### src/rtl/modulation_az_seq_pkg.sv
// Shared constants and types for the AZ sequencer: precharge switch levels,
// mode codes, FSM state encoding and monitor bus bit positions.
package modulation_az_seq_pkg;

  localparam logic SW_PC_SIGNAL = 1'b1;
  localparam logic SW_PC_BOOT   = 1'b0;

  localparam logic [1:0] MODE_OFF     = 2'd0;
  localparam logic [1:0] MODE_HI_ONLY = 2'd1;
  localparam logic [1:0] MODE_AZ      = 2'd2;
  localparam logic [1:0] MODE_RSVD    = 2'd3;

  typedef enum logic [2:0] {
    ST_IDLE,
    ST_PC_BOOT,
    ST_SETTLE,
    ST_HI_SAMPLE,
    ST_PROTECT,
    ST_LO_SAMPLE
  } state_t;

  localparam int MON_AZ_HI     = 0;
  localparam int MON_PC_SIGNAL = 1;
  localparam int MON_DONE      = 2;
  localparam int MON_LO        = 3;
  localparam int MON_IDX_LSB   = 4;

  // Reserved mode 3 behaves exactly like off.
  function automatic logic mode_active(input logic [1:0] m);
    return (m == MODE_HI_ONLY) || (m == MODE_AZ);
  endfunction

endpackage

### src/rtl/modulation_az_seq_phase_timer.sv
// Phase length down-counter: loaded on each phase entry, flags the last cycle
// of the phase. A zero load value is treated as a one-cycle phase.
module modulation_az_seq_phase_timer #(
  parameter int CNT_W = 32
) (
  input  logic             clk,
  input  logic             reset,
  input  logic             i_load,
  input  logic [CNT_W-1:0] i_load_val,
  output logic             o_done
);

  logic [CNT_W-1:0] r_cnt;

  // NOTE: sequential state is written with <= so every flop samples pre-edge values.
  always_ff @(posedge clk or negedge reset) begin
    if (!reset) begin
      r_cnt <= '0;
    end else if (i_load) begin
      r_cnt <= (i_load_val == '0) ? CNT_W'(1) : i_load_val;
    end else if (r_cnt != '0) begin
      r_cnt <= r_cnt - CNT_W'(1);
    end
  end

  assign o_done = (r_cnt == CNT_W'(1));

endmodule

### src/rtl/modulation_az_seq.sv
// Multi-slot auto-zero sequencer: drives the precharge switch and AZ mux
// through hi (and optional lo) samples for each active slot.
module modulation_az_seq
  import modulation_az_seq_pkg::*;
#(
  parameter int MUX_W = 4,
  parameter int CNT_W = 32,
  parameter int PC_W  = 24,
  parameter int NSLOT = 4,
  parameter int IDX_W = 4
) (
  input  logic                   clk,
  input  logic                   reset,
  input  logic                   run,
  input  logic [1:0]             mode,
  input  logic [IDX_W:0]         slot_count,
  input  logic [NSLOT*MUX_W-1:0] azmux_hi_vals,
  input  logic [MUX_W-1:0]       azmux_lo_val,
  input  logic [PC_W-1:0]        clk_precharge_duration,
  input  logic [CNT_W-1:0]       clk_sample_duration,
  output logic                   sw_pc_ctl,
  output logic [MUX_W-1:0]       azmux,
  output logic                   sample_active,
  output logic                   sample_done,
  output logic [IDX_W-1:0]       sample_idx,
  output logic                   sample_is_lo,
  output logic                   busy,
  output logic                   led0,
  output logic [7:0]             monitor
);

  localparam logic [IDX_W:0] NSLOT_V = (IDX_W+1)'(NSLOT);

  // Index of the last active slot; 0 acts as 1 slot, oversize clamps to NSLOT.
  function automatic logic [IDX_W-1:0] last_slot(input logic [IDX_W:0] cnt);
    if (cnt == '0)          return '0;
    else if (cnt > NSLOT_V) return IDX_W'(NSLOT - 1);
    else                    return IDX_W'(cnt - (IDX_W+1)'(1));
  endfunction

  state_t                 r_state;
  logic [IDX_W-1:0]       r_slot;
  logic [1:0]             r_mode;
  logic [IDX_W-1:0]       r_last_slot;
  logic [PC_W-1:0]        r_pc_dur;
  logic [CNT_W-1:0]       r_s_dur;
  logic [NSLOT*MUX_W-1:0] r_hi_vals;
  logic [MUX_W-1:0]       r_lo_val;

  state_t           w_state_nxt;
  logic [IDX_W-1:0] w_slot_nxt;
  logic             w_snap;
  logic             w_next;
  logic             w_wrap;
  logic             w_done;
  logic             w_load;
  logic [CNT_W-1:0] w_load_val;
  logic [PC_W-1:0]  w_pc_src;
  logic [CNT_W-1:0] w_s_src;
  logic [MUX_W-1:0] w_hi_code;

  always_ff @(posedge clk or negedge reset) begin
    if (!reset) begin
      r_state     <= ST_IDLE;
      r_slot      <= '0;
      r_mode      <= MODE_OFF;
      r_last_slot <= '0;
      r_pc_dur    <= '0;
      r_s_dur     <= '0;
      r_hi_vals   <= '0;
      r_lo_val    <= '0;
    end else begin
      r_state <= w_state_nxt;
      r_slot  <= w_slot_nxt;
      if (w_snap) begin
        r_mode      <= mode;
        r_last_slot <= last_slot(slot_count);
        r_pc_dur    <= clk_precharge_duration;
        r_s_dur     <= clk_sample_duration;
        r_hi_vals   <= azmux_hi_vals;
        r_lo_val    <= azmux_lo_val;
      end
    end
  end

  assign w_wrap = (r_slot == r_last_slot);

  // NEXT is folded into the PROTECT/LO exits; a wrap decides on the fresh config.
  always_comb begin
    // NOTE: every output of this block gets a default first, so no latches are inferred.
    w_state_nxt = r_state;
    w_slot_nxt  = r_slot;
    w_snap      = 1'b0;
    w_next      = 1'b0;
    case (r_state)
      ST_IDLE: begin
        if (run && mode_active(mode)) begin
          w_state_nxt = ST_PC_BOOT;
          w_slot_nxt  = '0;
          w_snap      = 1'b1;
        end
      end
      ST_PC_BOOT:   if (w_done) w_state_nxt = ST_SETTLE;
      ST_SETTLE:    if (w_done) w_state_nxt = ST_HI_SAMPLE;
      ST_HI_SAMPLE: if (w_done) w_state_nxt = ST_PROTECT;
      ST_PROTECT: begin
        if (w_done) begin
          if (r_mode == MODE_AZ) w_state_nxt = ST_LO_SAMPLE;
          else                   w_next      = 1'b1;
        end
      end
      ST_LO_SAMPLE: if (w_done) w_next = 1'b1;
      default:      w_state_nxt = ST_IDLE;
    endcase

    if (w_next) begin
      if (!run || !mode_active(w_wrap ? mode : r_mode)) begin
        w_state_nxt = ST_IDLE;
      end else begin
        w_state_nxt = ST_SETTLE;
        if (w_wrap) begin
          w_slot_nxt = '0;
          w_snap     = 1'b1;
        end else begin
          w_slot_nxt = r_slot + IDX_W'(1);
        end
      end
    end
  end

  // Durations loaded at a snapshot edge come straight from the inputs being latched.
  assign w_pc_src   = w_snap ? clk_precharge_duration : r_pc_dur;
  assign w_s_src    = w_snap ? clk_sample_duration    : r_s_dur;
  assign w_load     = (w_state_nxt != r_state) && (w_state_nxt != ST_IDLE);
  assign w_load_val = ((w_state_nxt == ST_HI_SAMPLE) || (w_state_nxt == ST_LO_SAMPLE))
                      ? w_s_src : CNT_W'(w_pc_src);

  modulation_az_seq_phase_timer #(.CNT_W(CNT_W)) u_phase_timer (
    .clk        (clk),
    .reset      (reset),
    .i_load     (w_load),
    .i_load_val (w_load_val),
    .o_done     (w_done)
  );

  assign w_hi_code = r_hi_vals[r_slot*MUX_W +: MUX_W];

  // The hi code is held through PROTECT so azmux only moves while pc is BOOT.
  always_comb begin
    sw_pc_ctl     = SW_PC_BOOT;
    azmux         = '0;
    sample_active = 1'b0;
    sample_is_lo  = 1'b0;
    led0          = 1'b0;
    case (r_state)
      ST_SETTLE, ST_PROTECT: azmux = w_hi_code;
      ST_HI_SAMPLE: begin
        sw_pc_ctl     = SW_PC_SIGNAL;
        azmux         = w_hi_code;
        sample_active = 1'b1;
        led0          = 1'b1;
      end
      ST_LO_SAMPLE: begin
        azmux         = r_lo_val;
        sample_active = 1'b1;
        sample_is_lo  = 1'b1;
      end
      default: ;
    endcase
    sample_done = sample_active && w_done;
  end

  assign sample_idx = r_slot;
  assign busy       = (r_state != ST_IDLE);

  always_comb begin
    monitor                    = '0;
    monitor[MON_AZ_HI]         = (r_state == ST_SETTLE) || (r_state == ST_HI_SAMPLE) ||
                                 (r_state == ST_PROTECT);
    monitor[MON_PC_SIGNAL]     = sw_pc_ctl;
    monitor[MON_DONE]          = sample_done;
    monitor[MON_LO]            = sample_is_lo;
    monitor[MON_IDX_LSB +: 4]  = 4'(r_slot);
  end

endmodule

### config.mk
export PLATFORM = sky130hd
export DESIGN_NAME = modulation_az_seq
export DESIGN_NICKNAME = d
export VERILOG_FILES = /design/src/rtl/modulation_az_seq_pkg.sv /design/src/rtl/modulation_az_seq_phase_timer.sv /design/src/rtl/modulation_az_seq.sv
export SDC_FILE = /design/constraint.sdc
export NUM_CORES = 1
export LEC_CHECK = 0
export BUFFER_PORTS_ARGS = -buffer_cell sky130_fd_sc_hd__buf_4
export CORE_MARGIN = 10
export CORE_UTILIZATION = 60
export CTS_BUF_LIST = sky130_fd_sc_hd__clkbuf_8
export DETAILED_ROUTE_END_ITERATION = 10
export GPL_ROUTABILITY_DRIVEN = 0
export HOLD_SLACK_MARGIN = 0.02
export PLACE_DENSITY_LB_ADDON = 0.1
export SETUP_SLACK_MARGIN = 0.1
export SYNTH_ARGS = -nofsm -noshare
export SYNTH_HDL_FRONTEND = slang
export SYNTH_SLANG_ARGS = --single-unit
### constraint.sdc
create_clock -name clk -period 5.75 [get_ports clk]
set_input_delay 0.575 -clock clk [delete_from_list [all_inputs] [get_ports clk]]
set_output_delay 0.575 -clock clk [all_outputs]
set_load 0.01 [all_outputs]
==> results.json, run 1 <==
{
  "clock_power_share_pct": 46.7,
  "wl_met3_um": 800,
  "setup_viol": 0,
  "syn_area_per_cell_sq_um": 11.18,
  "post-synth-top-area-fraction_pct": 48.18,
  "drtIter0Drc": 358,
  "worstPathMaxFanout": 24,
  "p_sw_mw": 0.3545,
  "grt_usage_pct": 20.71,
  "start_util_pct": 61.15,
  "synthFlopType": "dfrtp_1",
  "clock_sinks": 121,
  "avgViaCountPerCell": 5.809,
  "startpoint_type": "register",
  "drive_above_1_share_pct": 34.48,
  "wl_met2_um": 7892,
  "yosysTopAreaCell": "dfrtp_1",
  "place_hpwl_um": 11240,
  "synthAdderAreaFrac_pct": 1.314,
  "cts_max_level": 4,
  "synthArstFlopShare_pct": 100.0,
  "power_frac_seq_pct": 48.8,
  "synthCells": 562,
  "power_mw": 1.745,
  "ys_top_cells_by_area": "dfrtp_1, mux2_2, mux2i_1, nand3_1, nor4_1",
  "worstSetupPathType": "reg2reg",
  "clk_latency_ps": 440,
  "hp-class": "in2async",
  "finalSetupTns_ps": 0,
  "fmax_mhz": 236.3,
  "final_cell_mix": "dfrtp_1, buf_4, mux2_2",
  "arrival_ps": 4530,
  "grt_antenna_before_repair": 0,
  "first_pass_iters": 7,
  "coreArea_sq_um": 10280,
  "hold_viol": 0,
  "dr.max_layer_used": "met4",
  "yosys_warnings": 0,
  "ctsHoldBuffers": 0,
  "muxShareOfSynthArea_pct": 19.97,
  "io_buffers": 107,
  "synth-edff-count": 0,
  "worst_setup_path_end_kind": "register",
  "synth_nets": 653,
  "ant_nets": 0,
  "power.leakage_nw": 3.811,
  "synthXorXnorAreaFrac_pct": 4.599,
  "fin_ws_ps": 1518,
  "p_sw_share_pct": 20.32,
  "syn_to_final_growth_pct": 19.69,
  "met1_length_um": 5997,
  "die_area_sq_um": 14970,
  "cp.required_ps": 6050,
  "cts_resized": 0,
  "rsz0062_at_grt": "false",
  "synth.distinct_cells": 51,
  "grt_overflow": 0,
  "synth_top_family_by_area": "multiplexers",
  "cts_root_buf": "clkbuf_8",
  "rows": 37,
  "grt_max_degree": 73,
  "intPower_mw": 1.390,
  "cts_made_buffers": 17,
  "die_h_um": 122.3,
  "drt_wl_total_um": 14970,
  "yosys.area_share.simple_pct": 14.97,
  "power_density_nw_per_um2": 232.0,
  "max_cap_violations": 0,
  "dp_worst_setup_slack_ps": 1511,
  "cts_buffer_depth": 2,
  "drc": 0,
  "yosys_register_bits": 121,
  "worst_slew_margin_rel_pct": 33.62,
  "outcome": "complete, no violations",
  "clock-skew-final_ps": 7.604,
  "clk_transition_reported_paths_ps": 70,
  "slew_violations": 0,
  "post-cts-setup-buffer-count": 0,
  "num_vias": 4665,
  "final.period_utilization_pct": 73.60,
  "final_common_cell": "dfrtp_1",
  "num_antenna_cells": 0,
  "die_width_um": 122.3,
  "syn_area_sq_um": 6285,
  "io_pins": 108,
  "tightest_slew_ps": 993.3,
  "nNetsFinal": 746,
  "routedWlPerCell_um": 18.65,
  "grt_pass1_wl_um": 24290,
  "min_period_ps": 4232,
  "combPwrFrac_pct": 4.5,
  "grt_pass1_vias": 4912,
  "cts_tree": "built",
  "synth-seq-area-share_pct": 48.18,
  "synth_compound_area_share_pct": 7.247,
  "vdd_ir_drop_max_uv": 234.4
}
## layout make-up
cell class,instances,area (sq um)
clock buffers,20,275.3
flip-flops and latches,121,3028
inverters,8,30.03
well taps,136,170.2
clock inverters,11,153.9
multi-input cells,396,3032
repair buffers,111,833.3
fillers,742,2755
## worst max-delay path: stages, from the launching register on
cell and delay, ps:
dfrtp_1 400, nor4_1 620, nand3_1 390, nor4_4 770
a211oi_2 190, a221oi_4 560, nand2_4 430, mux2_4 410
a311oi_1 240, a21oi_1 60
## per-stage QoR
stage	util, %	instances	hold WS [ps]	area, sq um
after floorplan	-	562	279.4	6285
after global placement	69.02	772	465.7	7093
after detailed placement	69.02	772	476.2	7093
after CTS	73.19	803	166.3	7522
after global routing	73.19	803	178.6	7522
final	73.19	803	165.7	7522
## layer usage
layer / global-route usage (%) / vias to the layer above
met1: 24.55 / 2285
met5: 0 / -
met2: 34.45 / 126
met3: 6.933 / 22
li1: - / 2232
met4: 7.585 / 0
## synthesized netlist by cell type, types with 8 or more instances
cell	number
nand4_1	8
clkbuf_1	14
xor2_1	15
nand3_1	43
mux2i_1	26
dfrtp_1	121
nor2_1	24
xnor2_1	18
o21ai_0	9
nand2_1	31
mux2_1	8
o21ai_1	30
inv_1	8
nor4_1	32
mux2_2	71
buf_4	12
buf_2	10
nor3_1	13
## logic make-up (layout without fill, tap and decap cells)
logic type | after synthesis | in the layout
AO/OA/AOI/OAI | 68 | 68
XOR/XNOR | 33 | 33
adder cells (fa/ha/maj) | 7 | 7
buffers and inverters | 45 | 150
flip-flops | 121 | 121
multiplexers | 110 | 110
AND/OR/NAND/NOR | 178 | 178
## worst paths after layout
| check | depth (start not counted) | to | slack [ps] | from |
|---|---|---|---|---|
| setup / recovery | 9 | u_phase_timer.r_cnt[0] | 1520 | u_phase_timer.r_cnt[10] |
| hold / removal | 1 | r_state[1] | 170 | reset |
| setup reg to reg | 9 | u_phase_timer.r_cnt[0] | 1520 | u_phase_timer.r_cnt[10] |
| hold reg to reg | 2 | r_pc_dur[13] | 500 | r_pc_dur[13] |
| max in group asynchronous | 2 | r_s_dur[12] | 4250 | reset |
| min in group clk | 2 | r_last_slot[3] | 320 | slot_count[1] |
## power groups by stage
stage	logic, mW	clock network [mW]	registers [mW]
after global routing	0.0870	0.872	0.850
after floorplan	0.00888	0	0.867
after global placement	0.0784	0	0.867
final	0.0789	0.815	0.851
after CTS	0.0806	0.831	0.851
after detailed placement	0.0803	0	0.867
## state kept, by name (all words and copies together) (netlist names)
signal	cells
u_phase_timer.r_cnt	32
r_last_slot	4
r_state	3
r_hi_vals	16
r_mode	2
r_lo_val	4
r_s_dur	32
r_pc_dur	24
sample_idx	4
Power figures use the tool's default switching activity.
==> run 2: changes to the inputs <==
--- a/config.mk
+++ b/config.mk
@@ -7,7 +7,7 @@
 export LEC_CHECK = 0
 export BUFFER_PORTS_ARGS = -buffer_cell sky130_fd_sc_hd__buf_4
 export CORE_MARGIN = 10
-export CORE_UTILIZATION = 60
+export CORE_UTILIZATION = 53
 export CTS_BUF_LIST = sky130_fd_sc_hd__clkbuf_8
 export DETAILED_ROUTE_END_ITERATION = 10
 export GPL_ROUTABILITY_DRIVEN = 0
==> constraint.sdc (replaced) <==
create_clock -name clk -period 3.6 [get_ports clk]
set_input_delay 0.36 -clock clk [delete_from_list [all_inputs] [get_ports clk]]
set_output_delay 0.36 -clock clk [all_outputs]
set_load 0.01 [all_outputs]
==> run 2 against run 1 <==
Utilization shrank 6.8 points. Largest cell class unchanged. Power is 55% higher. Global-route usage shrank 1.1 points. Design area rose by 1.7%. Register-to-register slack worse by 1300 ps.
==> results.json, run 2 (synthesized netlist as in run 1, its figures left out) <==
{
  "combPwrFrac_pct": 4.8,
  "grt_pass1_wl_um": 25710,
  "hp-class": "in2async",
  "place_hpwl_um": 12040,
  "drc": 0,
  "nNetsFinal": 765,
  "final_cells": 830,
  "clk_latency_ps": 440,
  "cp.required_ps": 3920,
  "p_sw_share_pct": 21.78,
  "die_area_sq_um": 16610,
  "final.period_utilization_pct": 93.15,
  "intPower_mw": 2.110,
  "finalSetupTns_ps": 0,
  "ctsHoldBuffers": 0,
  "power_mw": 2.698,
  "grt_overflow": 0,
  "outcome": "complete, no violations",
  "io_buffers": 107,
  "hold_viol": 0,
  "rsz0062_at_grt": "false",
  "p_sw_mw": 0.5876,
  "multiInputGateArea_sq_um": 3032,
  "cts_buffer_depth": 2,
  "reg_top3": "r_s_dur x32, u_phase_timer.r_cnt x32, r_pc_dur x24",
  "coreArea_sq_um": 11520,
  "drt_wl_total_um": 15860,
  "avgViaCountPerCell": 5.767,
  "io_pins": 108,
  "num_antenna_cells": 0,
  "grt_max_degree": 78,
  "syn_to_final_growth_pct": 21.72,
  "start_util_pct": 54.57,
  "drtIter0Drc": 304,
  "cts_max_level": 4,
  "routedWlPerCell_um": 19.11,
  "max_cap_violations": 0,
  "worstSetupPathType": "reg2reg",
  "cts_root_buf": "clkbuf_8",
  "clk_transition_reported_paths_ps": 70,
  "worstPathMaxFanout": 12,
  "grt_pass1_vias": 5065,
  "clock_power_share_pct": 44.8,
  "die_width_um": 128.9,
  "place_inst": 794,
  "regArea_sq_um": 3028,
  "fillers": 908,
  "power_frac_seq_pct": 50.4,
  "num_vias": 4787,
  "min_period_ps": 3354,
  "die_h_um": 128.9,
  "dp_worst_setup_slack_ps": 121.0,
  "final_common_cell": "buf_4",
  "worst_setup_path_end_kind": "register",
  "clock_sinks": 121,
  "clock-skew-final_ps": 10.50,
  "fmax_mhz": 298.2,
  "grt_usage_pct": 19.62,
  "ant_nets": 0,
  "vdd_ir_drop_max_uv": 233.6,
  "setup_viol": 0,
  "slew_violations": 0,
  "startpoint_type": "register",
  "worst_slew_margin_rel_pct": 33.92,
  "tightest_slew_ps": 991.2,
  "final_cell_mix": "buf_4, dfrtp_1, mux2_2",
  "power.leakage_nw": 3.898,
  "cts_made_buffers": 17,
  "cts_tree": "built",
  "fin_ws_ps": 246.5,
  "drive_above_1_share_pct": 36.10,
  "grt_antenna_before_repair": 0,
  "first_pass_iters": 4,
  "rows": 39,
  "arrival_ps": 3670,
  "power_density_nw_per_um2": 352.7
}
-- run 2: worst paths after layout --
kind,start,end,slack (ps),cells past startpoint
min reg2reg,r_pc_dur[13],r_pc_dur[13],490,2
max in group asynchronous,reset,r_last_slot[0],2640,2
min,reset,u_phase_timer.r_cnt[30],80,1
max reg2reg,u_phase_timer.r_cnt[18],u_phase_timer.r_cnt[0],250,9
min in group clk,slot_count[1],r_last_slot[3],120,2
max,u_phase_timer.r_cnt[18],u_phase_timer.r_cnt[0],250,9
-- run 2: final cells by class --
cell class,count,share of cell area [%]
flip-flops and latches,121,39.58
multi-input cells,396,39.63
clock inverters,14,1.848
inverters,8,0.3925
well taps,143,2.339
repair buffers,130,12.97
clock buffers,18,3.238
-- run 2: critical path, stage by stage (launching register included) --
cell and delay [ps]:
dfrtp_1 410, or4_4 560, or4_4 470, or4_1 580, o21ai_2 200, o211ai_2 150, nand2_4 220, mux2_4 320
a311oi_1 250, a21oi_1 70
-- run 2: metal layers --
metal	share of wire (%)	global-route usage [%]	up-vias	routed length, um
met5	0	0	-	0
met4	1.6	8.227	0	259
met2	52	33.31	95	8235
met1	42	23.32	2400	6718
li1	-	-	2273	-
met3	4.1	4.846	19	646
-- run 2: what timing repair did --
item	in CTS	in global routing
resized for setup	0	1
endpoints found under the setup margin	1	27
setup buffers	2	2
pin swaps	0	1
-- run 2: metrics by stage --
step	util (%)	cell area (sq um)	hold slack (ps)
2_1_floorplan	-	6285	64.41
3_3_place_gp	62.76	7227	459.3
3_5_place_dp	62.76	7227	473.7
4_1_cts	66.26	7631	98.09
5_1_grt	66.43	7650	99.99
6_report	66.43	7650	78.12
-- run 2: power groups by stage --
stage | sequential (mW) | combinational [mW] | clock (mW)
final | 1.36 | 0.130 | 1.21
after global routing | 1.36 | 0.143 | 1.29
after CTS | 1.36 | 0.132 | 1.23
after detailed placement | 1.38 | 0.132 | 0
after global placement | 1.38 | 0.128 | 0
after floorplan | 1.39 | 0.0142 | 0
